`src/rtl/seq_load_txn_gen_if.sv`:
```
// Bus bundle for seq_load_txn_gen: request input, AXI4 AR channel and the
// per-beat transaction-control stream. Signal suffixes are written from the
// generator's point of view.
//   master : generator side (seq_load_txn_gen)
//   slave  : environment side (request source, AR sink, beat consumer)
interface seq_load_txn_gen_if #(
  parameter int unsigned AxiDataWidth = 128,
  parameter int unsigned AxiAddrWidth = 64,
  parameter int unsigned LenWidth     = 32
) ();
  localparam int unsigned NibW = $clog2(AxiDataWidth / 4);

  logic                    req_valid_i;
  logic                    req_ready_o;
  logic [AxiAddrWidth-1:0] req_addr_i;
  logic [LenWidth-1:0]     req_nbytes_i;

  logic                    ar_valid_o;
  logic                    ar_ready_i;
  logic [AxiAddrWidth-1:0] ar_addr_o;
  logic [7:0]              ar_len_o;
  logic [2:0]              ar_size_o;
  logic [1:0]              ar_burst_o;

  logic                    txn_valid_o;
  logic                    txn_ready_i;
  logic [NibW-1:0]         txn_addr_o;
  logic                    txn_is_head_o;
  logic [7:0]              txn_rmn_beat_o;
  logic [NibW:0]           txn_lbn_o;
  logic                    txn_is_final_o;

  logic                    busy_o;

  modport master (
    input  req_valid_i, req_addr_i, req_nbytes_i, ar_ready_i, txn_ready_i,
    output req_ready_o, ar_valid_o, ar_addr_o, ar_len_o, ar_size_o, ar_burst_o,
    output txn_valid_o, txn_addr_o, txn_is_head_o, txn_rmn_beat_o, txn_lbn_o,
    output txn_is_final_o, busy_o
  );

  modport slave (
    output req_valid_i, req_addr_i, req_nbytes_i, ar_ready_i, txn_ready_i,
    input  req_ready_o, ar_valid_o, ar_addr_o, ar_len_o, ar_size_o, ar_burst_o,
    input  txn_valid_o, txn_addr_o, txn_is_head_o, txn_rmn_beat_o, txn_lbn_o,
    input  txn_is_final_o, busy_o
  );
endinterface

```
`src/rtl/seq_load_txn_gen.sv`:
```
// Sequential load transaction generator.
// Takes one unit-stride load request (byte address + byte count), splits it
// into AXI4 INCR read bursts that never cross a 4 KiB page nor exceed
// MaxBurstBeats, drives the AR channel, and for each issued burst emits one
// control record per R beat for the downstream load data controller.
// Ports:
//   clk_i   clock
//   rst_i   synchronous active-high reset
//   bus_io  request / AR / per-beat control bundle (master side)
module seq_load_txn_gen #(
  parameter int unsigned AxiDataWidth  = 128,
  parameter int unsigned AxiAddrWidth  = 64,
  parameter int unsigned LenWidth      = 32,
  parameter int unsigned MaxBurstBeats = 256,
  parameter int unsigned TxnQueueDepth = 4
) (
  input  logic                clk_i,
  input  logic                rst_i,
  seq_load_txn_gen_if.master  bus_io
);
  localparam int unsigned BusBytes   = AxiDataWidth / 8;
  localparam int unsigned BusNibbles = AxiDataWidth / 4;
  localparam int unsigned OffW       = $clog2(BusBytes);
  localparam int unsigned NibW       = $clog2(BusNibbles);
  localparam int unsigned PtrW       = $clog2(TxnQueueDepth);
  // Burst-size arithmetic width: wide enough for the request length and
  // for a full 4 KiB / max-burst byte count.
  localparam int unsigned CW         = (LenWidth > 32) ? LenWidth : 32;
  // Descriptor: {nibble offset, len (beats-1), lbn, final}
  localparam int unsigned DescW      = NibW + 8 + (NibW + 1) + 1;

  localparam logic [0:0] StIdle  = 1'b0;
  localparam logic [0:0] StIssue = 1'b1;

  logic [0:0]              state_q, state_d;
  logic [AxiAddrWidth-1:0] cur_addr_q, cur_addr_d;
  logic [LenWidth-1:0]     rmn_q, rmn_d;
  logic [PtrW:0]           wr_ptr_q, wr_ptr_d, rd_ptr_q, rd_ptr_d;
  logic [7:0]              beat_cnt_q, beat_cnt_d;
  logic [DescW-1:0]        mem_q [TxnQueueDepth];

  // ---------------------------------------------------------------------------
  // Burst calculation for the current split position
  // ---------------------------------------------------------------------------
  logic [OffW-1:0] off;
  logic [OffW-1:0] last_off;
  logic [OffW:0]   last_cnt;
  logic [CW-1:0]   to4k, cap, lim, rmn_ext, bytes, span;
  logic [7:0]      burst_len;
  logic [NibW:0]   burst_lbn;
  logic            burst_final;

  always_comb begin
    off         = cur_addr_q[OffW-1:0];
    to4k        = CW'(13'd4096) - CW'(cur_addr_q[11:0]);
    cap         = CW'(MaxBurstBeats * BusBytes) - CW'(off);
    lim         = (to4k < cap) ? to4k : cap;
    rmn_ext     = CW'(rmn_q);
    bytes       = (rmn_ext < lim) ? rmn_ext : lim;
    // beats - 1 = floor((off + bytes - 1) / busBytes); bytes >= 1 in ISSUE
    span        = CW'(off) + bytes - CW'(1);
    burst_len   = 8'(span >> OffW);
    // Byte index of the last valid byte within its beat, mod busBytes
    last_off    = off + bytes[OffW-1:0] - OffW'(1);
    last_cnt    = {1'b0, last_off} + (OffW + 1)'(1);
    burst_lbn   = {last_cnt, 1'b0};
    burst_final = (rmn_ext == bytes);
  end

  // ---------------------------------------------------------------------------
  // Descriptor FIFO status (registered pointers only)
  // ---------------------------------------------------------------------------
  logic fifo_empty, fifo_full;
  assign fifo_empty = (wr_ptr_q == rd_ptr_q);
  assign fifo_full  = (wr_ptr_q[PtrW] != rd_ptr_q[PtrW]) &&
                      (wr_ptr_q[PtrW-1:0] == rd_ptr_q[PtrW-1:0]);

  logic in_issue, ar_valid, ar_hs;
  assign in_issue = (state_q == StIssue);
  assign ar_valid = in_issue && !fifo_full;
  assign ar_hs    = ar_valid && bus_io.ar_ready_i;

  logic [DescW-1:0] push_desc;
  assign push_desc = {{off, 1'b0}, burst_len, burst_lbn, burst_final};

  // ---------------------------------------------------------------------------
  // Split FSM
  // ---------------------------------------------------------------------------
  always_comb begin
    state_d    = state_q;
    cur_addr_d = cur_addr_q;
    rmn_d      = rmn_q;
    case (state_q)
      StIdle: begin
        // Zero-length requests are accepted and dropped
        if (bus_io.req_valid_i && (bus_io.req_nbytes_i != '0)) begin
          cur_addr_d = bus_io.req_addr_i;
          rmn_d      = bus_io.req_nbytes_i;
          state_d    = StIssue;
        end
      end
      StIssue: begin
        if (ar_hs) begin
          cur_addr_d = cur_addr_q + AxiAddrWidth'(bytes);
          rmn_d      = rmn_q - LenWidth'(bytes);
          if (burst_final) state_d = StIdle;
        end
      end
      default: state_d = StIdle;
    endcase
  end

  // ---------------------------------------------------------------------------
  // Beat emitter
  // ---------------------------------------------------------------------------
  logic [NibW-1:0] h_addr;
  logic [7:0]      h_len;
  logic [NibW:0]   h_lbn;
  logic            h_final;
  logic [7:0]      rmn_beat;
  logic            txn_hs, txn_last;

  assign {h_addr, h_len, h_lbn, h_final} = mem_q[rd_ptr_q[PtrW-1:0]];
  assign rmn_beat = h_len - beat_cnt_q;
  assign txn_hs   = !fifo_empty && bus_io.txn_ready_i;
  assign txn_last = (rmn_beat == 8'd0);

  always_comb begin
    wr_ptr_d   = wr_ptr_q;
    rd_ptr_d   = rd_ptr_q;
    beat_cnt_d = beat_cnt_q;
    if (ar_hs) wr_ptr_d = wr_ptr_q + (PtrW + 1)'(1);
    if (txn_hs) begin
      if (txn_last) begin
        rd_ptr_d   = rd_ptr_q + (PtrW + 1)'(1);
        beat_cnt_d = 8'd0;
      end else begin
        beat_cnt_d = beat_cnt_q + 8'd1;
      end
    end
  end

  always_ff @(posedge clk_i) begin
    if (rst_i) begin
      state_q    <= StIdle;
      cur_addr_q <= '0;
      rmn_q      <= '0;
      wr_ptr_q   <= '0;
      rd_ptr_q   <= '0;
      beat_cnt_q <= '0;
    end else begin
      state_q    <= state_d;
      cur_addr_q <= cur_addr_d;
      rmn_q      <= rmn_d;
      wr_ptr_q   <= wr_ptr_d;
      rd_ptr_q   <= rd_ptr_d;
      beat_cnt_q <= beat_cnt_d;
    end
  end

  // Storage needs no reset: contents are only visible while the FIFO is non-empty
  always_ff @(posedge clk_i) begin
    if (ar_hs) mem_q[wr_ptr_q[PtrW-1:0]] <= push_desc;
  end

  // ---------------------------------------------------------------------------
  // Outputs
  // ---------------------------------------------------------------------------
  assign bus_io.req_ready_o    = (state_q == StIdle);
  assign bus_io.ar_valid_o     = ar_valid;
  assign bus_io.ar_addr_o      = in_issue ? cur_addr_q : '0;
  assign bus_io.ar_len_o       = in_issue ? burst_len : 8'd0;
  assign bus_io.ar_size_o      = 3'(OffW);
  assign bus_io.ar_burst_o     = 2'b01;

  assign bus_io.txn_valid_o    = !fifo_empty;
  assign bus_io.txn_is_head_o  = !fifo_empty && (beat_cnt_q == 8'd0);
  assign bus_io.txn_addr_o     = (!fifo_empty && (beat_cnt_q == 8'd0)) ? h_addr : '0;
  assign bus_io.txn_rmn_beat_o = fifo_empty ? 8'd0 : rmn_beat;
  assign bus_io.txn_lbn_o      = fifo_empty ? '0 : h_lbn;
  assign bus_io.txn_is_final_o = !fifo_empty && h_final;

  assign bus_io.busy_o         = (state_q != StIdle) || !fifo_empty;
endmodule

```
`src/flat_wrapper.sv`:
```
// flat-port wrapper written by rule: the top's interface ports become plain ports
module seq_load_txn_gen_flat 
#(
  parameter int unsigned AxiDataWidth  = 128,
  parameter int unsigned AxiAddrWidth  = 64,
  parameter int unsigned LenWidth      = 32,
  parameter int unsigned MaxBurstBeats = 256,
  parameter int unsigned TxnQueueDepth = 4
)
  (clk_i, rst_i, bus_io_req_valid_i, bus_io_req_addr_i, bus_io_req_nbytes_i, bus_io_ar_ready_i, bus_io_txn_ready_i, bus_io_req_ready_o, bus_io_ar_valid_o, bus_io_ar_addr_o, bus_io_ar_len_o, bus_io_ar_size_o, bus_io_ar_burst_o, bus_io_txn_valid_o, bus_io_txn_addr_o, bus_io_txn_is_head_o, bus_io_txn_rmn_beat_o, bus_io_txn_lbn_o, bus_io_txn_is_final_o, bus_io_busy_o);
  seq_load_txn_gen_if #(.AxiDataWidth(AxiDataWidth), .AxiAddrWidth(AxiAddrWidth), .LenWidth(LenWidth)) bus_io_i ();
  input  logic clk_i;
  input  logic rst_i;
  input wire logic [$bits(bus_io_i.req_valid_i)-1:0] bus_io_req_valid_i;
  input wire logic [$bits(bus_io_i.req_addr_i)-1:0] bus_io_req_addr_i;
  input wire logic [$bits(bus_io_i.req_nbytes_i)-1:0] bus_io_req_nbytes_i;
  input wire logic [$bits(bus_io_i.ar_ready_i)-1:0] bus_io_ar_ready_i;
  input wire logic [$bits(bus_io_i.txn_ready_i)-1:0] bus_io_txn_ready_i;
  output wire logic [$bits(bus_io_i.req_ready_o)-1:0] bus_io_req_ready_o;
  output wire logic [$bits(bus_io_i.ar_valid_o)-1:0] bus_io_ar_valid_o;
  output wire logic [$bits(bus_io_i.ar_addr_o)-1:0] bus_io_ar_addr_o;
  output wire logic [$bits(bus_io_i.ar_len_o)-1:0] bus_io_ar_len_o;
  output wire logic [$bits(bus_io_i.ar_size_o)-1:0] bus_io_ar_size_o;
  output wire logic [$bits(bus_io_i.ar_burst_o)-1:0] bus_io_ar_burst_o;
  output wire logic [$bits(bus_io_i.txn_valid_o)-1:0] bus_io_txn_valid_o;
  output wire logic [$bits(bus_io_i.txn_addr_o)-1:0] bus_io_txn_addr_o;
  output wire logic [$bits(bus_io_i.txn_is_head_o)-1:0] bus_io_txn_is_head_o;
  output wire logic [$bits(bus_io_i.txn_rmn_beat_o)-1:0] bus_io_txn_rmn_beat_o;
  output wire logic [$bits(bus_io_i.txn_lbn_o)-1:0] bus_io_txn_lbn_o;
  output wire logic [$bits(bus_io_i.txn_is_final_o)-1:0] bus_io_txn_is_final_o;
  output wire logic [$bits(bus_io_i.busy_o)-1:0] bus_io_busy_o;
  assign bus_io_i.req_valid_i = bus_io_req_valid_i;
  assign bus_io_i.req_addr_i = bus_io_req_addr_i;
  assign bus_io_i.req_nbytes_i = bus_io_req_nbytes_i;
  assign bus_io_i.ar_ready_i = bus_io_ar_ready_i;
  assign bus_io_i.txn_ready_i = bus_io_txn_ready_i;
  assign bus_io_req_ready_o = bus_io_i.req_ready_o;
  assign bus_io_ar_valid_o = bus_io_i.ar_valid_o;
  assign bus_io_ar_addr_o = bus_io_i.ar_addr_o;
  assign bus_io_ar_len_o = bus_io_i.ar_len_o;
  assign bus_io_ar_size_o = bus_io_i.ar_size_o;
  assign bus_io_ar_burst_o = bus_io_i.ar_burst_o;
  assign bus_io_txn_valid_o = bus_io_i.txn_valid_o;
  assign bus_io_txn_addr_o = bus_io_i.txn_addr_o;
  assign bus_io_txn_is_head_o = bus_io_i.txn_is_head_o;
  assign bus_io_txn_rmn_beat_o = bus_io_i.txn_rmn_beat_o;
  assign bus_io_txn_lbn_o = bus_io_i.txn_lbn_o;
  assign bus_io_txn_is_final_o = bus_io_i.txn_is_final_o;
  assign bus_io_busy_o = bus_io_i.busy_o;
  seq_load_txn_gen #(.AxiDataWidth(AxiDataWidth), .AxiAddrWidth(AxiAddrWidth), .LenWidth(LenWidth), .MaxBurstBeats(MaxBurstBeats), .TxnQueueDepth(TxnQueueDepth)) u_core (.clk_i(clk_i), .rst_i(rst_i), .bus_io(bus_io_i));
endmodule
```
`config.mk`:
```
export PLATFORM = sky130hd
export DESIGN_NAME = seq_load_txn_gen_flat
export DESIGN_NICKNAME = d
export VERILOG_FILES = /design/src/rtl/seq_load_txn_gen_if.sv /design/src/rtl/seq_load_txn_gen.sv /design/src/flat_wrapper.sv
export SDC_FILE = /design/constraint.sdc
export NUM_CORES = 1
export LEC_CHECK = 0
export ABC_AREA = 1
export CAP_MARGIN = 20
export CORE_MARGIN = 8
export CORE_UTILIZATION = 60
export CTS_CLUSTER_SIZE = 16
export DETAILED_ROUTE_END_ITERATION = 10
export GPL_TIMING_DRIVEN = 0
export MAX_ROUTING_LAYER = met4
export PLACE_DENSITY_LB_ADDON = 0.08
export SYNTH_ARGS = -nofsm -noshare
export SYNTH_HDL_FRONTEND = slang
export SYNTH_SLANG_ARGS = --single-unit
```
`constraint.sdc`:
```
create_clock -name clk_i -period 10.01 [get_ports clk_i]
set_input_delay 1.001 -clock clk_i [delete_from_list [all_inputs] [get_ports clk_i]]
set_output_delay 1.001 -clock clk_i [all_outputs]
set_load 0.01 [all_outputs]
```
# Word level (Yosys, flattened, before mapping)
# Memories as Yosys holds them, arrays and structs flattened. A register that Yosys moved wholly into a read port is not among the register bits.
# Index checks and enable logic that the tools add are counted.
# word_totals
in_bits	101
n_memories	1
ff_bits	111
out_inout_bits	102
latch_bits	0
ramBits	72
mem_bits_ro	0
wordCells	66
# classes
n_bitwise	1
n_mul	0
div	0
muxes	22
n_reduce_logical	15
n_shift	0
n_eq_ne	6
magnitude_cmp	2
add_sub_neg	13
# memory_table
memory	depth	word_bits	read_ports	rd_clocked_by_memory_dff	wr	line	rtl
u_core.mem_q	4	18	1	1	1	seq_load_txn_gen.sv:40	logic [DescW-1:0] mem_q [TxnQueueDepth];
# op_table
operator	count
2-to-1 mux 64 bit	3
2-to-1 mux 32 bit	4
case mux 64 bit (2 select lines)	1
adder 64 x 32 -> 64 bit	1
less-than comparator 32 bit	2
case mux 32 bit (2 select lines)	1
equality test 32 bit	1
nonzero test 32 bit	1
subtractor 32 bit	1
2-to-1 mux 8 bit	3
zero test 8 bit	2
subtractor 13 x 12 -> 14 bit (first input constant)	1
subtractor 13 x 4 -> 14 bit (first input constant)	1
adder 4 x 12 -> 12 bit	1
subtractor 12 x 1 -> 12 bit (second input constant)	1
adder 8 x 1 -> 8 bit (second input constant)	1
subtractor 8 bit	1
logical AND 1 bit	7
adder 3 x 1 -> 3 bit (second input constant)	2
2-to-1 mux 6 bit	1
adder 4 x 1 -> 5 bit (second input constant)	1
2-to-1 mux 1 bit	5
2-to-1 mux 5 bit	1
adder 4 bit	1
12 further kinds	15

# Logic depth before layout (Yosys ltp)
# Gate-level depths: netlist of the first run.
# depth
ltp_word	9
depth_mapped	44

# Worst setup path after synthesis of the first run
# Ideal clock, no wire load.
# synth_path
path_kind	register to output
start	register u_core.cur_addr_q[0]
end	output port bus_io_ar_len_o[6]
n_path_buf	1
arrival_ps	5337
setup_slack_ps	3672
path_stages_with_launch	40
path_cell_list	dfxtp_1 inv_1 ha_1 nand2_2 inv_1 nand2_1 xor2_1 inv_1 ha_1 nand2_1 o21a_1 nand2_1 nand2_2 nand2_4 inv_1 o21ai_0 nand2_1 ha_1 [... 4 more ...] nand2_1 nand2_2 clkbuf_1 nand2_1 o21ai_0 inv_1 ha_1 inv_1 ha_1 a21oi_1 nand2_1 nand2_1 o211ai_1 nand2_1 nand2_1 a21oi_1 xor2_1 and2_1
# synth_via
elab_chain_len	8
word_cells_on_any_way	9
classes_between	add/sub: 4; order compare: 2; mux: 3
# synth_rtl
item	line	rtl
from (decl)	seq_load_txn_gen.sv:36	logic [AxiAddrWidth-1:0] cur_addr_q, cur_addr_d;
from (signal assigned)	seq_load_txn_gen.sv:153	cur_addr_q <= cur_addr_d;
subtractor 13 x 12 -> 14 bit / subtractor 13 x 4 -> 14 bit (equally long branches)	seq_load_txn_gen.sv:55, seq_load_txn_gen.sv:56	
less-than comparator 32 bit	seq_load_txn_gen.sv:57	lim = (to4k < cap) ? to4k : cap;
2-to-1 mux 32 bit	seq_load_txn_gen.sv:57	
less-than comparator 32 bit	seq_load_txn_gen.sv:59	bytes = (rmn_ext < lim) ? rmn_ext : lim;
2-to-1 mux 32 bit	seq_load_txn_gen.sv:59	
adder 4 x 12 -> 12 bit (*)	seq_load_txn_gen.sv:61	span = CW'(off) + bytes - CW'(1);
subtractor 12 x 1 -> 12 bit (*)	seq_load_txn_gen.sv:61	
net u_core.span[10]	seq_load_txn_gen.sv:48	logic [CW-1:0] to4k, cap, lim, rmn_ext, bytes, span;
2-to-1 mux 8 bit (*)	seq_load_txn_gen.sv:172	assign bus_io.ar_len_o = in_issue ? burst_len : 8'd0;
to (decl)	flat_wrapper.sv:22	output wire logic [$bits(bus_io_i.ar_len_o)-1:0] bus_io_ar_len_o;
# Mark *: on every way through the listed nets, which the timed path passes. The rest lies on a longest branch.

# Worst setup path in the final report of the first run
# Same ends and word-level chain as after synthesis.

==> out/qor.yml, run 1 <==
clock_power_share_pct: 19.5
grt_antenna_before_repair: 0
gp_congestion: 1.13
ios: 203
clk_latency_ns: 0.46
fin_util_pct: 73.6
worst_path_max_delay_cell: "dfxtp_1"
post_cts_resized: 0
area_delta_synth_final_pct: 20.2
hold_path.class: "register to register"
crit_type: "register to output port"
postPlaceCellArea_um2: 18000
setup_viol: 0
ir_worst_vdd_v: 0.000150
overflow: 0
num_rows: 58
ys_types: 56
root_buffer: "clkbuf_16"
synth_compound_area_share_pct: 14.5
post-route-period-util_pct: 87.6
r2r_setup_slack_ns: 2.83
synth_cells: 2455
hold_violations: 0
first_global_vias: 17458
detail_route.wl_per_cell_um: 19.4
reg2reg_depth: 40
viasPerCell: 5.90
netlist_area_um2: 15500
internal-power_mw: 1.97
start_util_pct: 61.3
antenna_cells: 0
cts_buffers: 17
rsz0062_at_grt: "false"
ys.flop_type: "dfxtp_1"
synth_top_family_by_area: "simple AND/OR/NAND/NOR gates"
yosys_warnings: 0
slew_headroom_pct: 27.6
synth_edf_count: 72
reg2reg_to: "u_core.cur_addr_q[62]$_SDFFE_PP0P_"
power_leakage_nw: 8.90
synth-simple-area-share_pct: 34.6
hold_ws_ns: 0.519
path_common_cell: "nand2_1"
min_period_ns: 8.77
crit_required_ns: 9.01
fin_area_um2: 18600
postCtsSetupBuffers: 0
layout-drive-gt1-share_pct: 3.99
synth_fa_ha_area_share_pct: 8.28
min_path_cells: 2
synthArstFlopShare_pct: 0
cp_max_fo: 10
dieArea_um2: 31200
slew_viol_final: 0
clock-sinks: 185
swShare_pct: 46.7
fp.dieH_um: 177
drt_first_pass_iters: 6
grt.total_usage_pct: 37.7
wirelength_um: 58800
coreArea_um2: 25300
grt_max_degree: 20
cts_max_level: 4
setup_tns_ns: 0
cts_hold_buffers: 0
cts_tree: "yes"
ant_nets: 0
end_kind: "output port"
combPwrFrac_pct: 52.4
port_buffers: 195
synth.area.mux_share_pct: 0.0647
cpPeakStageDelay_ns: 0.60
critPathArrivalTime_ns: 7.76
fin_nets: 2898
ys_ff_latch: 185
worst_pin_slew_ns: 1.09
drt-initial-drc-count: 1869
r2r_start: "u_core.cur_addr_q[0]$_SDFFE_PP0P_"
die_w_um: 177
p_seq_share_pct: 28.1
clk_pin_slew_ns: 0.08
min-delay-start: "u_core.rmn_ext[29]$_SDFFE_PP0P_"
vias: 17945
worst_setup_path_start_kind: "register"
clock_path_buffers: 2
grt_pass1_wl_um: 90100
holdPathEnd: "u_core.rmn_ext[29]$_SDFFE_PP0P_"
run_status: "finished, final reports clean"
finClkSkew_ns: 0.0197
postSynthAreaPerCell_um2: 6.30
yosysSeqAreaShare_pct: 28.6
dpl.hpwl_um: 46500
synth_xor_area_share_pct: 2.15
drc: 0
max_cap_violations: 0
cellPowerDensity_nw_per_um2: 199
fmax_mhz: 114
p_switching_mw: 1.73
## Yosys cell counts (16+ instances only)
| cell type | count | share of area [%] |
|---|---|---|
| a21oi_1 | 163 | 5.3 |
| clkbuf_1 | 57 | 1.4 |
| dfxtp_1 | 113 | 15 |
| edfxtp_1 | 72 | 14 |
| ha_1 | 96 | 7.8 |
| inv_1 | 386 | 9.4 |
| nand2_1 | 598 | 15 |
| nand3_1 | 180 | 5.8 |
| nand4_1 | 54 | 2.2 |
| nor2_1 | 285 | 6.9 |
| nor3_1 | 33 | 1.1 |
| nor4_1 | 23 | 0.93 |
| o21ai_0 | 168 | 5.4 |
| or2_2 | 16 | 0.65 |
| xor2_1 | 25 | 1.4 |
## sequential cells by signal, summed over array words and instances, names as in the netlist, named ones only
| name | flops |
|---|---|
| u_core.mem_q | 72 |
| u_core.beat_cnt_q | 8 |
| u_core.rmn_ext | 32 |
| u_core.wr_ptr_q | 3 |
| u_core.cur_addr_q | 64 |
| u_core.in_issue | 1 |
| u_core.rd_ptr_q | 3 |
## worst max path at each step
stage                                    end  slack (ns)                         startpoint  cells after the start
after global routing      bus_io_ar_len_o[6]        0.57  u_core.cur_addr_q[0]$_SDFFE_PP0P_                     40
after floorplan           bus_io_ar_len_o[6]        3.67  u_core.cur_addr_q[0]$_SDFFE_PP0P_                     39
after CTS                 bus_io_ar_len_o[6]        1.35  u_core.cur_addr_q[0]$_SDFFE_PP0P_                     40
after detailed placement  bus_io_ar_len_o[6]        1.88  u_core.cur_addr_q[0]$_SDFFE_PP0P_                     40
after global placement    bus_io_ar_len_o[6]        2.05  u_core.cur_addr_q[0]$_SDFFE_PP0P_                     40
final                     bus_io_ar_len_o[6]        1.24  u_core.cur_addr_q[0]$_SDFFE_PP0P_                     40
## cells by family after synthesis
logic type,Yosys count
mux,1
buf+inv,471
xor+xnor,38
flops,185
other cells,2
simple gates,1242
fa+ha+maj,100
compound gates,416
## critical path: cells and delay by family, from the launching register on
family                     cells  cell delay (ns)
and+or+nand+nor               17             1.70
xor gates and xnor gates       2             0.58
buffers and inverters          9             1.70
adders and majority gates      5             1.64
AOI/OAI and AO/OA              7             1.03
DFF                            1             0.60
## cells in the final DEF (no fill, tap or decap), types with 12 or more instances in the layout
cell type	count
xor2_1	25
o21ai_1	14
a22oi_1	13
clkbuf_1	58
or2_2	16
nor2_1	281
clkdlybuf4s50_1	195
ha_1	96
edfxtp_1	72
clkbuf_16	17
o21ai_0	168
a21oi_1	163
o211ai_1	14
nand3_1	180
nand4_1	54
o22ai_1	13
or2_0	12
dfxtp_1	113
conb_1	26
nor3_1	33
inv_1	386
nor4_1	23
nand2_1	598
xnor2_1	13
## metrics by stage
stage                     power [mW]  std cells  worst slack, ns
after floorplan                 2.30       2479             3.67
after global placement          2.82       3004             2.05
after detailed placement        2.90       3008             1.88
after CTS                       3.61       3040             1.35
after global routing            3.91       3040            0.573
final                           3.70       3040             1.24
## power by group through the flow
stage          Combinational, mW  Clock, mW  Sequential, mW
6_report                    1.94      0.723            1.04
5_1_grt                     2.13      0.742            1.04
4_1_cts                     1.87      0.712            1.03
3_5_place_dp                1.85          0            1.05
3_3_place_gp                1.77          0            1.05
2_1_floorplan               1.28          0            1.02
## metal layers
| metal | wire [um] | global-route usage [%] | part of all wire [%] |
|---|---|---|---|
| met1 | 21500 | 41.5 | 37 |
| met3 | 6110 | 6.96 | 10 |
| met2 | 27100 | 61.7 | 46 |
| met4 | 4170 | 25.3 | 7.1 |
| met5 | 0 | - | 0 |
## final cells by class
| class | count | area (um^2) |
|---|---|---|
| plain buffers | 83 | 364 |
| clock buffers | 18 | 429 |
| clock inverters | 14 | 173 |
| fillers | 2135 | 6660 |
| inverters | 388 | 1460 |
| multi-input cells | 1823 | 9330 |
| flip-flops and latches | 185 | 4420 |
| well taps | 330 | 413 |
| repair buffers | 199 | 2010 |
Power figures use the tool's default switching activity.
==> run 2: changes to the inputs <==
CAP_MARGIN = not set   (was 20)
==> results of run 2 <==
Final layout, timing and power as in run 1 (identical DEF).
